<file path="config.mk">
export PLATFORM = sky130hd
export DESIGN_NAME = cordic_scheduler
export DESIGN_NICKNAME = d
export VERILOG_FILES = /design/src/rtl/cordic_scheduler.sv
export SDC_FILE = /design/constraint.sdc
export NUM_CORES = 1
export LEC_CHECK = 0
export CAP_MARGIN = 15
export CORE_UTILIZATION = 32
export DETAILED_ROUTE_END_ITERATION = 10
export PLACE_DENSITY = 0.66
export SYNTH_ARGS = -nofsm -noshare
export SYNTH_HDL_FRONTEND = slang
export SYNTH_SLANG_ARGS = --single-unit
</file>
<file path="constraint.sdc">
create_clock -name clk -period 2.76 [get_ports clk]
set_input_delay 0.276 -clock clk [delete_from_list [all_inputs] [get_ports clk]]
set_output_delay 0.276 -clock clk [all_outputs]
set_load 0.05 [all_outputs]
</file>
<file path="src/rtl/cordic_scheduler.sv">
// Round-robin scheduler sharing one fully pipelined cordic between several requesters.
// Optional statistics counters are compiled in with `define CORDIC_SCHED_STATS_EN.
module cordic_scheduler #(
  parameter int width           = 16,
  parameter int iterations      = width + 2,
  parameter int latency         = iterations,
  parameter int ports           = 2,
  parameter int max_outstanding = 4
) (
  input  logic                     clk,
  input  logic                     reset_n,
  input  logic [ports-1:0]         req_valid,
  output logic [ports-1:0]         req_ready,
  input  logic [ports*width-1:0]   req_x,
  input  logic [ports*width-1:0]   req_y,
  input  logic [ports*width-1:0]   req_z,
  output logic [width-1:0]         c_x0,
  output logic [width-1:0]         c_y0,
  output logic [width-1:0]         c_z0,
  input  logic [width:0]           c_x,
  input  logic [width:0]           c_y,
  input  logic [width-1:0]         c_z,
  output logic [ports-1:0]         res_valid,
  output logic [width:0]           res_x,
  output logic [width:0]           res_y,
  output logic [width-1:0]         res_z,
  output logic                     busy
`ifdef CORDIC_SCHED_STATS_EN
  ,
  output logic [31:0]              stat_issued,
  output logic [31:0]              stat_blocked
`endif
);

  localparam int PW = (ports > 1) ? $clog2(ports) : 1;
  localparam int CW = $clog2(max_outstanding + 1);

  logic [PW-1:0]    ptr_q, ptr_d;
  logic [CW-1:0]    outst_q [ports];
  logic [CW-1:0]    outst_d [ports];
  logic [latency-1:0] tag_vld_q;
  logic [PW-1:0]    tag_port_q [latency];
  logic [ports-1:0] eligible, grant;
  logic [PW-1:0]    grant_idx;
  logic             grant_any;
  logic             ret_vld;
  logic [PW-1:0]    ret_port;
  logic [width-1:0] c_x0_q, c_y0_q, c_z0_q;
  logic [width:0]   res_x_q, res_y_q;
  logic [width-1:0] res_z_q;
  logic [ports-1:0] res_valid_q;
  int               sel_base;

  // Handshake: a request transfers in any cycle where req_valid[p] and req_ready[p]
  // are both high; req_ready is a combinational one-hot grant and never waits on ready.
  always_comb begin
    for (int p = 0; p < ports; p++) begin
      eligible[p] = req_valid[p] && (outst_q[p] < CW'(max_outstanding));
    end
  end

  always_comb begin
    grant     = '0;
    grant_any = 1'b0;
    grant_idx = '0;
    for (int i = 1; i <= ports; i++) begin
      int cand;
      cand = int'(ptr_q) + i;
      if (cand >= ports) cand = cand - ports;
      if (!grant_any && eligible[cand]) begin
        grant_any = 1'b1;
        grant_idx = PW'(cand);
      end
    end
    if (grant_any) grant[grant_idx] = 1'b1;
    ptr_d    = grant_any ? grant_idx : ptr_q;
    sel_base = int'(grant_idx) * width;
  end

  assign req_ready = grant & {ports{reset_n}};

  // The tag at the last stage lines up with the cordic result on c_x/c_y/c_z.
  assign ret_vld  = tag_vld_q[latency-1];
  assign ret_port = tag_port_q[latency-1];

  always_comb begin
    for (int p = 0; p < ports; p++) begin
      outst_d[p] = outst_q[p];
      if (grant_any && grant_idx == PW'(p) && !(ret_vld && ret_port == PW'(p)))
        outst_d[p] = outst_q[p] + CW'(1);
      else if (ret_vld && ret_port == PW'(p) && !(grant_any && grant_idx == PW'(p)))
        outst_d[p] = outst_q[p] - CW'(1);
    end
  end

  always_ff @(posedge clk or negedge reset_n) begin
    if (!reset_n) begin
      ptr_q       <= PW'(ports - 1);
      tag_vld_q   <= '0;
      c_x0_q      <= '0;
      c_y0_q      <= '0;
      c_z0_q      <= '0;
      res_valid_q <= '0;
      res_x_q     <= '0;
      res_y_q     <= '0;
      res_z_q     <= '0;
      for (int p = 0; p < ports; p++) outst_q[p] <= '0;
      for (int i = 0; i < latency; i++) tag_port_q[i] <= '0;
    end else begin
      ptr_q <= ptr_d;
      for (int p = 0; p < ports; p++) outst_q[p] <= outst_d[p];
      tag_vld_q[0]  <= grant_any;
      tag_port_q[0] <= grant_idx;
      for (int i = 1; i < latency; i++) begin
        tag_vld_q[i]  <= tag_vld_q[i-1];
        tag_port_q[i] <= tag_port_q[i-1];
      end
      c_x0_q <= grant_any ? req_x[sel_base +: width] : '0;
      c_y0_q <= grant_any ? req_y[sel_base +: width] : '0;
      c_z0_q <= grant_any ? req_z[sel_base +: width] : '0;
      res_valid_q <= '0;
      if (ret_vld) begin
        res_valid_q[ret_port] <= 1'b1;
        res_x_q <= c_x;
        res_y_q <= c_y;
        res_z_q <= c_z;
      end
    end
  end

`ifdef CORDIC_SCHED_STATS_EN
  logic [31:0] stat_issued_q, stat_blocked_q;
  always_ff @(posedge clk or negedge reset_n) begin
    if (!reset_n) begin
      stat_issued_q  <= '0;
      stat_blocked_q <= '0;
    end else begin
      if (grant_any) stat_issued_q <= stat_issued_q + 32'd1;
      if ((|req_valid) && !(|eligible)) stat_blocked_q <= stat_blocked_q + 32'd1;
    end
  end
  assign stat_issued  = stat_issued_q;
  assign stat_blocked = stat_blocked_q;
`endif

  assign c_x0      = c_x0_q;
  assign c_y0      = c_y0_q;
  assign c_z0      = c_z0_q;
  assign res_valid = res_valid_q;
  assign res_x     = res_x_q;
  assign res_y     = res_y_q;
  assign res_z     = res_z_q;
  assign busy      = (|tag_vld_q) | (|res_valid_q);

endmodule

</file>
# --- Yosys cells after proc, flatten, opt, wreduce, memory -nomap -nowiden ---
# Cells that the tools add are included.
word_totals:
  mem_bits_rw: 0
  reg_bits: 143
  n_memories: 0
  inputBits: 150
  output_inout_bits: 103
  rom_bits: 0
  latchBits: 0
  word_cells: 101
op_classes:
  n_lt_le_gt_ge: 10
  muxes: 25
  n_shift: 3
  div: 0
  bitwise: 4
  n_reduce_logical: 22
  n_eq_ne: 0
  addsub: 8
  n_mul: 0
ops:
  columns: ["cell", "count"]
  rows:
  - ["$shiftx 32x6->16", 3]
  - ["$lt 32x3->1 const B", 2]
  - ["$mux 32", 2]
  - ["$mux 16", 3]
  - ["$reduce_or 18->1", 1]
  - ["$logic_and 1x1->1", 13]
  - ["$mux 1", 12]
  - ["$mux 3", 4]
  - ["$add 3x1->3 const B", 2]
  - ["$lt 3x3->1 const B", 2]
  - ["$sub 3x1->3 const B", 2]
  - ["$logic_not 1->1", 5]
  - ["$lt 1x2->1 const B", 2]
  - ["$mux 2", 2]
  - ["$reduce_bool 2->1", 2]
  - ["$sub 3x2->4 const B", 1]
  - ["$add 1x2->3 const B", 1]
  - ["$ge 3x2->1 const B", 1]
  - ["$sub 2x2->3 const B", 1]
  - ["$add 1x1->2 const B", 1]
  - ["$and 2x2->2", 1]
  - ["$demux 1 s1", 2]
  - ["$ge 1x1->1 const B", 2]
  - ["$ge 2x2->1 const B", 1]
  - ["3 further kinds", 4]

# --- Longest topological paths before layout ---
depth:
  word_depth: 16
  depth_mapped: 9
  ltp_nobuf: 8

# --- Worst setup path before layout ---
# No wires, ideal clock.
synth_path:
  path_kind: "register -> register"
  startpoint: "register ptr_q"
  endpoint: "register outst_q[5] (netlist name)"
  setup_time_ns: 0.080
  stages_incl_launch_ff: 10
  synth_period_minus_slack_ns: 1.964
  t_required_ns: 2.680
  t_arrival_ns: 1.884
  n_path_buf: 1
  path_slack_ns: 0.796
  path_cell_list: "dfstp_2 > nor3b_4 > nor2_4 > buf_6 > ha_1 > inv_1 > fa_1 > xor2_1 > nor2_1 > xnor2_1"
synth_between:
  elab_chain_len: 15
  elab_cells_between_ends: 27
  classes_between: "add/sub (4); order compare (2); mux (13); bitwise (1); reduce/logical (7)"
synth_rtl:
  columns: ["item", "line_no", "source"]
  rows:
  - ["start: declaration", "38", "logic [PW-1:0] ptr_q, ptr_d;"]
  - ["start signal: assignment", "98", "ptr_q <= PW'(ports - 1);"]
  - ["start signal: assignment", "110", "ptr_q <= ptr_d;"]
  - ["parallel branches: the longest is 11 deep, another holds $sub 3x2->4", null, null]
  - ["$logic_and 1x1->1 (*)", "89, 91", null]
  - ["$logic_not 1->1", "91", "else if (ret_vld && ret_port == PW'(p) && !(grant_any && grant_idx == PW'(p)))"]
  - ["$logic_and 1x1->1", "91", null]
  - ["$reduce_bool 2->1 (no source line)", null, null]
  - ["end: declaration", "39", "logic [CW-1:0] outst_q [ports];"]
# Mark *: on every way between the ends. The select of a mux whose other input is x is not followed.
# A chain may end at the register's enable or synchronous reset.

# --- Worst setup path after layout ---
layout_path:
  startpoint: "register tag_vld_q[15]"
  endpoint: "output busy"
layout_between:
  elab_chain_len: 2
layout_rtl:
  columns: ["item", "line_no", "source"]
  rows:
  - ["start: declaration", "41", "logic [latency-1:0] tag_vld_q;"]
  - ["start signal: indexed assignment", "115", "tag_vld_q[i] <= tag_vld_q[i-1];"]
  - ["$reduce_or 18->1", "153", "assign busy = (|tag_vld_q) | (|res_valid_q);"]
  - ["$or 1x1->1", "153", null]
  - ["end: declaration", "27", "output logic busy"]
# No other way between the ends.

==> impl_metrics.csv <==
group,metric,value,unit
run,max_cap_viol_count,0,
worst_setup_path,critPathArrivalTime,2050,ps
timing,holdWs,300,ps
die,die_y,127,um
placement,place.gp.congestion,0.712,
finish,antennaDiodeCount,0,
placement,dp_hpwl,8.53,mm
synth,async_flop_share,1.00,
synth,avgSynthCellArea,17.0,um^2
synth,syn_inst,295,
synth,synth_edf_count,0,
synth,synth_mux_area_frac,0.117,
synth,yosys-top-cells-count,"142 x dfrtp_1, 52 x mux2_2, 48 x a22o_1",
finish,syn2layout_area_growth,65.8,%
clocking,numCtsBuffers,17,
run_status,status,"completed",
hold_path,hold_path_class,"input pin to asynchronous set/reset pin",
global_route,grt_pass1_vias,3745,
clocking,cts_resized,0,
power_and_ir_drop,p_per_area,1240,nW/um^2
route,via_per_inst,4.40,
worst_setup_path,setup.worst_path.end_class,"output pin",
synth,ys.flop_type,"dfrtp_1",
clocking,cts_buffer_depth,2,
timing,slew-limit-headroom,0.571,
timing,setup_slack,434,ps
synth,synth_top_family_by_area,"multiplexers",
synth,synth_area_leaders,"dfrtp_1 71%, mux2_2 12%, a22o_1 8.4%",
route,wl_per_cell,15.2,um
synth,ys_warn_count,0,
placement,place_ws,530,ps
synth,synthAdderAreaFrac,0.0129,
finish,final_util,0.546,
die,rows,45,
timing,worst_pin_slew,643,ps
clocking,ctsHoldBuffers,1,
global_route,grt_use_total,0.154,
clocking,post-cts-setup-buffers,0,
synth,synth-simple-area-share,0.0251,
synth,synth_top_cell_area_share,0.707,
die,pin_count,253,
synth,syn_area,5030,um^2
global_route,grt_pass1_wl,18.8,mm
route,drtIter0Drc,78,
finish,layout.nets,710,
worst_setup_path,critPathKind,"flip-flop to output pin",
synth,yosysMostFrequentCell,"dfrtp_1",
placement,io_buffer_count,252,
synth,synth_xor_area_frac,0.0105,
synth,ys_seq_area_frac,0.712,
global_route,antenna_found_initial,0,
clocking,cts-root-buf,"clkbuf_16",
power_and_ir_drop,ir_drop,479,uV
timing,clock.fmax,0.430,GHz
die,coreArea,15300,um^2
timing,drv_slew,0,
synth,syn_nets,449,
clocking,clk_latency,410,ps
synth,synth_compound_area_frac,0.0906,
worst_setup_path,required,2480,ps
timing,finalHoldViolations,0,
power_and_ir_drop,p_total,0.0103,W
clocking,clk_pin_slew,60,ps
clocking,cts_tree,"done",
clocking,h-tree-depth,4,
power_and_ir_drop,leakage,3.58,nW
worst_setup_path,worstPathMaxFanout,2,
timing,finalCriticalPeriod,2330,ps
synth,yosys.area.top_type,"dfrtp_1",
timing,period_share,0.843,
die,fp.dieW,127,um
timing,tns,0,ps
route,first_pass_iters,4,
route,routed_wl,11.9,mm
global_route,grt_max_degree,128,
synth,ys_ff_latch,143,
route,vias,3430,
route,drc_errors,0,
worst_setup_path,cp-start-kind,"flip-flop",
timing,rsz0062_at_grt,"no",
global_route,grt_overflow,0,
die,die_area,16200,um^2
die,start_util,0.329,
timing,fin_skew,6.33,ps
synth,yosys.cell_types.count,24,
clocking,cts.sinks,143,
timing,setup_viol,0,
route,ant_nets,0,
finish,drive_above_1_share,0.170,
-- power by group --
group / leakage (nW) / internal (W) / total, W / switching [W]
Clock: 0.285 / 0.00136 / 0.00220 / 0.000847
Combinational: 1.53 / 0.00184 / 0.00483 / 0.00298
Sequential: 1.76 / 0.00293 / 0.00330 / 0.000380
-- worst max-delay path, stage by stage (launching register included) --
cell and delay (ps):
dfrtp_1 380, nor4_1 260, and3_1 190, nand3_1 70
clkdlybuf4s50_1 740
-- cell usage in the layout, fill, tap and decap left out, types with 3 or more instances in the layout --
cell and n:
a22o_1 48, buf_4 4, mux2_2 52, xor2_1 3, nor4_1 5, xnor2_1 3
clkdlybuf4s50_1 249, clkbuf_8 5, dfrtp_1 141, clkbuf_16 17, inv_1 5, clkinv_2 4
buf_12 3
-- cell type report --
type                       count  area, um^2
clock inverter                 9        82.6
tap                          211         264
fill                        1324        6930
clock buffer                  23         498
sequential                   143        3580
inverter                       5        18.8
timing repair buffer         258        2600
multi-input combinational    131        1280
-- registers in the layout (all words and copies together), names as in the netlist, 6 cells and up --
name / flops
c_x0: 16
c_y0: 16
c_z0: 16
outst_q: 6
res_x: 17
res_y: 17
res_z: 16
tag_port_q: 17
tag_vld_q: 18
-- layer usage --
layer | part of all wire | global-route usage | routed length (um)
met1 | 0.39 | 0.175 | 4650
met3 | 0.11 | 0.0783 | 1360
met4 | 0.019 | 0.0658 | 223
met5 | 0 | 0 | 0
met2 | 0.48 | 0.245 | 5650
-- final timing paths --
kind | slack [ps] | startpoint | endpoint | cells after the start
max reg2reg | 860 | outst_q[2]$_DFFE_PN0P_ | outst_q[2]$_DFFE_PN0P_ | 8
max | 430 | tag_vld_q[15]$_DFF_PN0_ | busy | 4
min reg2reg | 350 | tag_port_q[11]$_DFF_PN0_ | tag_port_q[10]$_DFF_PN0_ | 0
max in group asynchronous | 1580 | reset_n | tag_vld_q[17]$_DFF_PN0_ | 3
min | 300 | reset_n | c_z0[14]$_DFF_PN0_ | 2
min in group clk | 350 | tag_port_q[11]$_DFF_PN0_ | tag_port_q[10]$_DFF_PN0_ | 0
-- kinds of logic (layout without fill, tap and decap cells) --
logic type / Yosys count / in the layout
AOI/OAI and AO/OA: 51 / 51
xor gates and xnor gates: 6 / 6
adders and majority gates: 4 / 4
buffers and inverters: 21 / 295
DFF: 143 / 143
muxes: 52 / 52
and+or+nand+nor: 18 / 18
-- metrics by stage --
stage | cells | area (um^2)
4_1_cts | 780 | 8330
6_report | 780 | 8330
5_1_grt | 780 | 8330
2_1_floorplan | 295 | 5030
3_3_place_gp | 747 | 7740
3_5_place_dp | 747 | 7740
No activity file was read; power rests on OpenSTA's default activity.
